--- src/rtl/cache_arb_pkg.sv ---
// Shared types and constants for the two-port cache front-end arbiter.
package cache_arb_pkg;

  typedef enum logic [1:0] {
    IDLE  = 2'd0,
    ISSUE = 2'd1,
    WAIT  = 2'd2
  } arb_state_t;

  typedef enum logic {
    PORT_IF   = 1'b0,
    PORT_DATA = 1'b1
  } port_t;

  localparam logic [4:0] LOAD_WORD  = 5'b00100;
  localparam logic [2:0] STORE_WORD = 3'b100;

  typedef struct packed {
    logic        we;
    logic [31:0] addr;
    logic [31:0] wdata;
    logic [4:0]  loadcntrl;
    logic [2:0]  storecntrl;
  } req_t;

endpackage

--- src/rtl/cache_arb_rr.sv ---
// Two-way round-robin pick: on a tie the port that did not win last time goes next.
module cache_arb_rr
  import cache_arb_pkg::*;
(
  input  logic req0,
  input  logic req1,
  input  logic last,
  output logic win,
  output logic vld
);

  always_comb begin
    vld = req0 | req1;
    if (req0 && req1)
      win = (last == logic'(PORT_IF)) ? logic'(PORT_DATA) : logic'(PORT_IF);
    else if (req1)
      win = logic'(PORT_DATA);
    else
      win = logic'(PORT_IF);
  end

endmodule

--- src/rtl/cache_port_arbiter.sv ---
// Shares the single cache port between the fetch and data requesters and runs the
// ren/wen/cache_rdy handshake for the winner; all outputs are registered.
module cache_port_arbiter
  import cache_arb_pkg::*;
#(
  parameter int ISSUE_TIMEOUT = 16,
  parameter int CNT_W         = 16
) (
  input  logic             clk,
  input  logic             rst,
  input  logic             if_req,
  input  logic [31:0]      if_addr,
  output logic             if_gnt,
  output logic             if_done,
  output logic [31:0]      if_rdata,
  output logic             if_err,
  input  logic             d_req,
  input  logic             d_we,
  input  logic [31:0]      d_addr,
  input  logic [31:0]      d_wdata,
  input  logic [4:0]       d_loadcntrl,
  input  logic [2:0]       d_storecntrl,
  output logic             d_gnt,
  output logic             d_done,
  output logic             d_err,
  output logic [31:0]      d_rdata,
  output logic             cache_ren,
  output logic             cache_wen,
  output logic [31:0]      cache_addr,
  output logic [31:0]      cache_din,
  output logic [4:0]       cache_loadcntrl,
  output logic [2:0]       cache_storecntrl,
  input  logic [31:0]      cache_dout,
  input  logic             cache_rdy,
  output logic [CNT_W-1:0] if_grants,
  output logic [CNT_W-1:0] d_grants
);

  localparam int TMO_W = (ISSUE_TIMEOUT > 1) ? $clog2(ISSUE_TIMEOUT) : 1;
  localparam logic [TMO_W-1:0] TMO_LAST = TMO_W'(ISSUE_TIMEOUT - 1);

  arb_state_t       state;
  port_t            last;
  port_t            owner;
  port_t            win;
  logic             win_raw;
  logic             win_vld;
  logic [TMO_W-1:0] tmo_cnt;
  req_t             if_pl;
  req_t             d_pl;
  req_t             win_pl;

  cache_arb_rr u_rr (
    .req0 (if_req),
    .req1 (d_req),
    .last (logic'(last)),
    .win  (win_raw),
    .vld  (win_vld)
  );

  // Fetch is always a plain word load; the data port passes its controls straight through.
  always_comb begin
    win    = port_t'(win_raw);
    if_pl  = '{we: 1'b0, addr: if_addr, wdata: 32'h0,
               loadcntrl: LOAD_WORD, storecntrl: 3'b000};
    d_pl   = '{we: d_we, addr: d_addr, wdata: d_wdata,
               loadcntrl: d_loadcntrl, storecntrl: d_storecntrl};
    win_pl = (win == PORT_DATA) ? d_pl : if_pl;
  end

  always_ff @(posedge clk or posedge rst) begin
    if (rst) begin
      state            <= IDLE;
      last             <= PORT_IF;
      owner            <= PORT_IF;
      tmo_cnt          <= '0;
      if_gnt           <= 1'b0;
      if_done          <= 1'b0;
      if_err           <= 1'b0;
      if_rdata         <= 32'h0;
      d_gnt            <= 1'b0;
      d_done           <= 1'b0;
      d_err            <= 1'b0;
      d_rdata          <= 32'h0;
      cache_ren        <= 1'b0;
      cache_wen        <= 1'b0;
      cache_addr       <= 32'h0;
      cache_din        <= 32'h0;
      cache_loadcntrl  <= 5'h0;
      cache_storecntrl <= 3'h0;
      if_grants        <= '0;
      d_grants         <= '0;
    end else begin
      if_gnt  <= 1'b0;
      d_gnt   <= 1'b0;
      if_done <= 1'b0;
      d_done  <= 1'b0;
      if_err  <= 1'b0;
      d_err   <= 1'b0;
      unique case (state)
        IDLE: begin
          if (cache_rdy && win_vld) begin
            owner            <= win;
            last             <= win;
            tmo_cnt          <= '0;
            cache_ren        <= ~win_pl.we;
            cache_wen        <= win_pl.we;
            cache_addr       <= win_pl.addr;
            cache_din        <= win_pl.wdata;
            cache_loadcntrl  <= win_pl.loadcntrl;
            cache_storecntrl <= win_pl.storecntrl;
            if (win == PORT_DATA) begin
              d_gnt    <= 1'b1;
              d_grants <= d_grants + CNT_W'(1);
            end else begin
              if_gnt    <= 1'b1;
              if_grants <= if_grants + CNT_W'(1);
            end
            state <= ISSUE;
          end
        end
        ISSUE: begin
          // The cache acknowledges by dropping rdy; a request it never takes is aborted.
          if (!cache_rdy) begin
            cache_ren        <= 1'b0;
            cache_wen        <= 1'b0;
            cache_loadcntrl  <= 5'h0;
            cache_storecntrl <= 3'h0;
            state            <= WAIT;
          end else if (tmo_cnt == TMO_LAST) begin
            cache_ren        <= 1'b0;
            cache_wen        <= 1'b0;
            cache_loadcntrl  <= 5'h0;
            cache_storecntrl <= 3'h0;
            if (owner == PORT_DATA) begin
              d_done <= 1'b1;
              d_err  <= 1'b1;
            end else begin
              if_done <= 1'b1;
              if_err  <= 1'b1;
            end
            state <= IDLE;
          end else if (tmo_cnt != '1) begin
            tmo_cnt <= tmo_cnt + TMO_W'(1);
          end
        end
        WAIT: begin
          if (cache_rdy) begin
            if (owner == PORT_DATA) begin
              d_rdata <= cache_dout;
              d_done  <= 1'b1;
            end else begin
              if_rdata <= cache_dout;
              if_done  <= 1'b1;
            end
            state <= IDLE;
          end
        end
        default: state <= IDLE;
      endcase
    end
  end

endmodule
--- config.mk ---
export PLATFORM = sky130hd
export DESIGN_NAME = cache_port_arbiter
export DESIGN_NICKNAME = d
export VERILOG_FILES = /design/src/rtl/cache_arb_pkg.sv /design/src/rtl/cache_arb_rr.sv /design/src/rtl/cache_port_arbiter.sv
export SDC_FILE = /design/constraint.sdc
export NUM_CORES = 1
export LEC_CHECK = 0
export BUFFER_PORTS_ARGS = -buffer_cell sky130_fd_sc_hd__buf_2
export CELL_PAD_IN_SITES_DETAIL_PLACEMENT = 1
export CELL_PAD_IN_SITES_GLOBAL_PLACEMENT = 1
export CORE_MARGIN = 2
export CORE_UTILIZATION = 36
export DETAILED_ROUTE_END_ITERATION = 10
export PLACE_DENSITY = 0.88
export SLEW_MARGIN = 20
export SYNTH_ARGS = -nofsm -noshare
export SYNTH_HDL_FRONTEND = slang
export SYNTH_HIERARCHICAL = 1
export SYNTH_SLANG_ARGS = --single-unit
--- constraint.sdc ---
create_clock -name clk -period 8.55 [get_ports clk]
set_clock_uncertainty 0.2 [all_clocks]
set_input_delay 1.71 -clock clk [delete_from_list [all_inputs] [get_ports clk]]
set_output_delay 1.71 -clock clk [all_outputs]
set_load 0.03 [all_outputs]
==> results.cfg <==
[status]
outcome = complete, no violations

[layout]
nFillCells = 2317
final_net_count = 1092
drive_gt1_share_pct = 41.8
n_antenna_cell = 0
area_growth_pct = 32.1

[sta]
tns_ns = 0
slew_headroom_pct = 33.7
hold_violations = 0
max_freq_mhz = 256
worst_slew_pin_slew_ns = 0.994
min_period_ns = 3.90
finalCritPeriodShare_pct = 45.6
drv_slew = 0
finalSetupViolCount = 0
rsz0062_at_grt = false

[setup_path]
cpMaxStageDelayCell = inv_2
crit_start = d_req
worst-path-stages = 8
critical_path_buf_inv_count = 3
reg2regPathDepth = 7
cp_max_fo = 38
slowest_delay_ns = 0.53
start_kind = input pin
arrival_ns = 4.01
rr_startpoint = owner
r2r_slack_ns = 5.47
timing.rr.end = d_grants[9]
crit_family = buffers and inverters
endpoint = d_grants[9]
end_kind = register
path_cells = buf_2, a21boi_4, buf_4, nand4_2, inv_2, and4_1, nand3_1, xnor2_1
cp.required_ns = 8.66
crit_type = input pin to register

[yosys]
synth_edf_count = 0
yosysWarnings = 6
yosys-top-cells-area = dfrtp_1 61%, nand2_1 7.8%, mux2i_1 5.4%
synthArstFlopShare_pct = 100
avgSynthCellArea_um2 = 11.7
synthCells = 637
yosys-top-cells-count = 183 x dfrtp_1, 154 x nand2_1, 40 x mux2i_1, 37 x o21ai_0
synth_top_area_share_pct = 61.4
ys_types = 43
yosysSeqAreaShare_pct = 61.4
synth_ff_type = dfrtp_1
synth_seq_cells = 183
synth_top_cell_by_area = dfrtp_1
synth_nets = 785
yosys.cell_count.top_type = dfrtp_1
synth_area_um2 = 7460

[global_route]
grt_first_pass_wirelength_um = 34900
gr-total-overflow = 0
grt_max_degree = 111
antenna_found_initial = 0
grt_pass1_vias = 6611
grt_use_total_pct = 20.5

[detailed_routing]
drt-initial-drc-count = 114
drcViolationCount = 0
finalWirelength_um = 21900
firstDrtPassIters = 4
ant_nets = 0
vias = 5987
routed_via_density = 4.88
wl_per_cell_um = 17.9

[clock_tree]
cts.clk_slew.worst_paths_ns = 0.07
cts_tree = yes
cts_setup_buffers = 0
numCtsBuffers = 17
clk_latency_ns = 0.43
clock-sinks = 183
cts_buffer_depth = 2
htreeDepth = 4
root_buffer = clkbuf_16
hold_buffers = 0
post_cts_resized = 0

[floorplanning]
dieArea_um2 = 21900
num_rows = 52
dieHeight_um = 148
core-area_um2 = 20300
pin_count = 318
start_util_pct = 36.7
die_w_um = 148

[power]
clkPwrFrac_pct = 20.3
seq_power_share_pct = 37.0
sw_frac_of_total_pct = 44.6
ir_drop_mv = 0.183
p_int_w = 0.00208
pwr-share-comb_pct = 42.7
total_power_w = 0.00376
p_switching_w = 0.00168
pwr_density_cell_nw_per_um2 = 382
p_leak_nw = 5.43

[flow_run]
maxCapViolCount = 0

[placed_design]
dp_hpwl_um = 16300
io_buffer_count = 317
gp_congestion = 0.756

[hold_path]
hp-class = register to register
-- final cells by class --
cell class | count | area (µm²) | area share [%]
clock buffers | 18 | 439 | 4.46
multi-input cells | 403 | 2670 | 27.1
flip-flops and latches | 183 | 4580 | 46.5
clock inverters | 14 | 133 | 1.35
inverters | 18 | 75.1 | 0.762
well taps | 270 | 338 | 3.43
repair buffers | 321 | 1620 | 16.4
-- power by group through the flow --
| stage | Clock, W | Sequential, W | Combinational (W) |
|---|---|---|---|
| finish | 0.000764 | 0.00139 | 0.00160 |
| global route | 0.000821 | 0.00143 | 0.00173 |
| CTS | 0.000789 | 0.00139 | 0.00163 |
| detailed placement | 0 | 0.00140 | 0.00163 |
| global placement | 0 | 0.00139 | 0.00158 |
| floorplan | 0 | 0.00202 | 0.000463 |
-- kinds of logic (layout without fill, tap and decap cells) --
family          after synthesis  after routing  share of synthesized area [%]
buf+inv                      51            371                           3.09
mux                          76             76                           10.8
fa+ha+maj                     6              6                           1.01
simple gates                205            205                           12.4
compound gates               86             86                           7.69
xor+xnor                     30             30                           3.62
flops                       183            183                           61.4
-- layout by cell type, fill, tap and decap left out, drive strengths merged, types with 2 or more instances in the layout --
| cell | count |
|---|---|
| nand2 | 154 |
| mux2 | 36 |
| nand3 | 13 |
| and4 | 7 |
| a21oi | 8 |
| mux2i | 40 |
| nor3 | 2 |
| xnor2 | 24 |
| buf | 321 |
| nor2 | 4 |
| o21ai | 37 |
| and2 | 4 |
| dfrtp | 183 |
| ha | 6 |
| and3 | 4 |
| xor2 | 6 |
| clkinv | 5 |
| or2 | 2 |
| a22o | 33 |
| nand2b | 4 |
| clkbuf | 18 |
| a21boi | 3 |
| nand4 | 7 |
| inv | 26 |
-- worst min-delay path by stage --
stage	startpoint	endpoint	slack, ns	cells after the start
after global routing	if_rdata[22]	if_rdata[22]	0.30	2
after global placement	if_rdata[25]	if_rdata[25]	0.25	2
final	if_rdata[7]	if_rdata[7]	0.27	2
after floorplan	tmo_cnt[0]	tmo_cnt[0]	0.27	1
after detailed placement	if_rdata[21]	if_rdata[21]	0.26	2
after CTS	if_rdata[29]	if_rdata[29]	0.28	2
-- per-stage QoR --
| step | utilization (%) | cell area [µm²] | setup slack, ns | cells | hold WS [ns] |
|---|---|---|---|---|---|
| after global routing | 48.5 | 9850 | 4.47 | 1227 | 0.304 |
| after global placement | 45.7 | 9280 | 3.84 | 1195 | 0.253 |
| after detailed placement | 45.7 | 9280 | 3.82 | 1195 | 0.263 |
| final | 48.5 | 9850 | 4.65 | 1227 | 0.275 |
| after floorplan | - | 7460 | 1.67 | 637 | 0.271 |
| after CTS | 48.5 | 9850 | 4.28 | 1227 | 0.282 |
-- flip-flops by register name (all words and copies together), names as in the netlist, 2 cells and up --
register,count
d_grants,16
cache_din,32
cache_addr,32
if_grants,16
tmo_cnt,4
if_rdata,32
state,2
d_rdata,32
cache_storecntrl,3
cache_loadcntrl,5
-- worst register-to-register path, cell delays in order, from the launching register on --
cell and delay, ns:
dfrtp_1 0.51, a21boi_4 0.19, buf_4 0.53, nand4_2 0.31
inv_2 0.53, and4_1 0.42, nand3_1 0.12, xnor2_1 0.15
-- per-layer routing --
| metal | track usage, % | part of all wire (%) | up-vias |
|---|---|---|---|
| li1 | - | - | 2772 |
| met3 | 6.60 | 8.0 | 34 |
| met1 | 22.9 | 39 | 2951 |
| met2 | 36.8 | 51 | 230 |
| met5 | 0 | 0 | - |
| met4 | 6.95 | 2.1 | 0 |
Note: power is estimated with default switching activity, not from simulation.
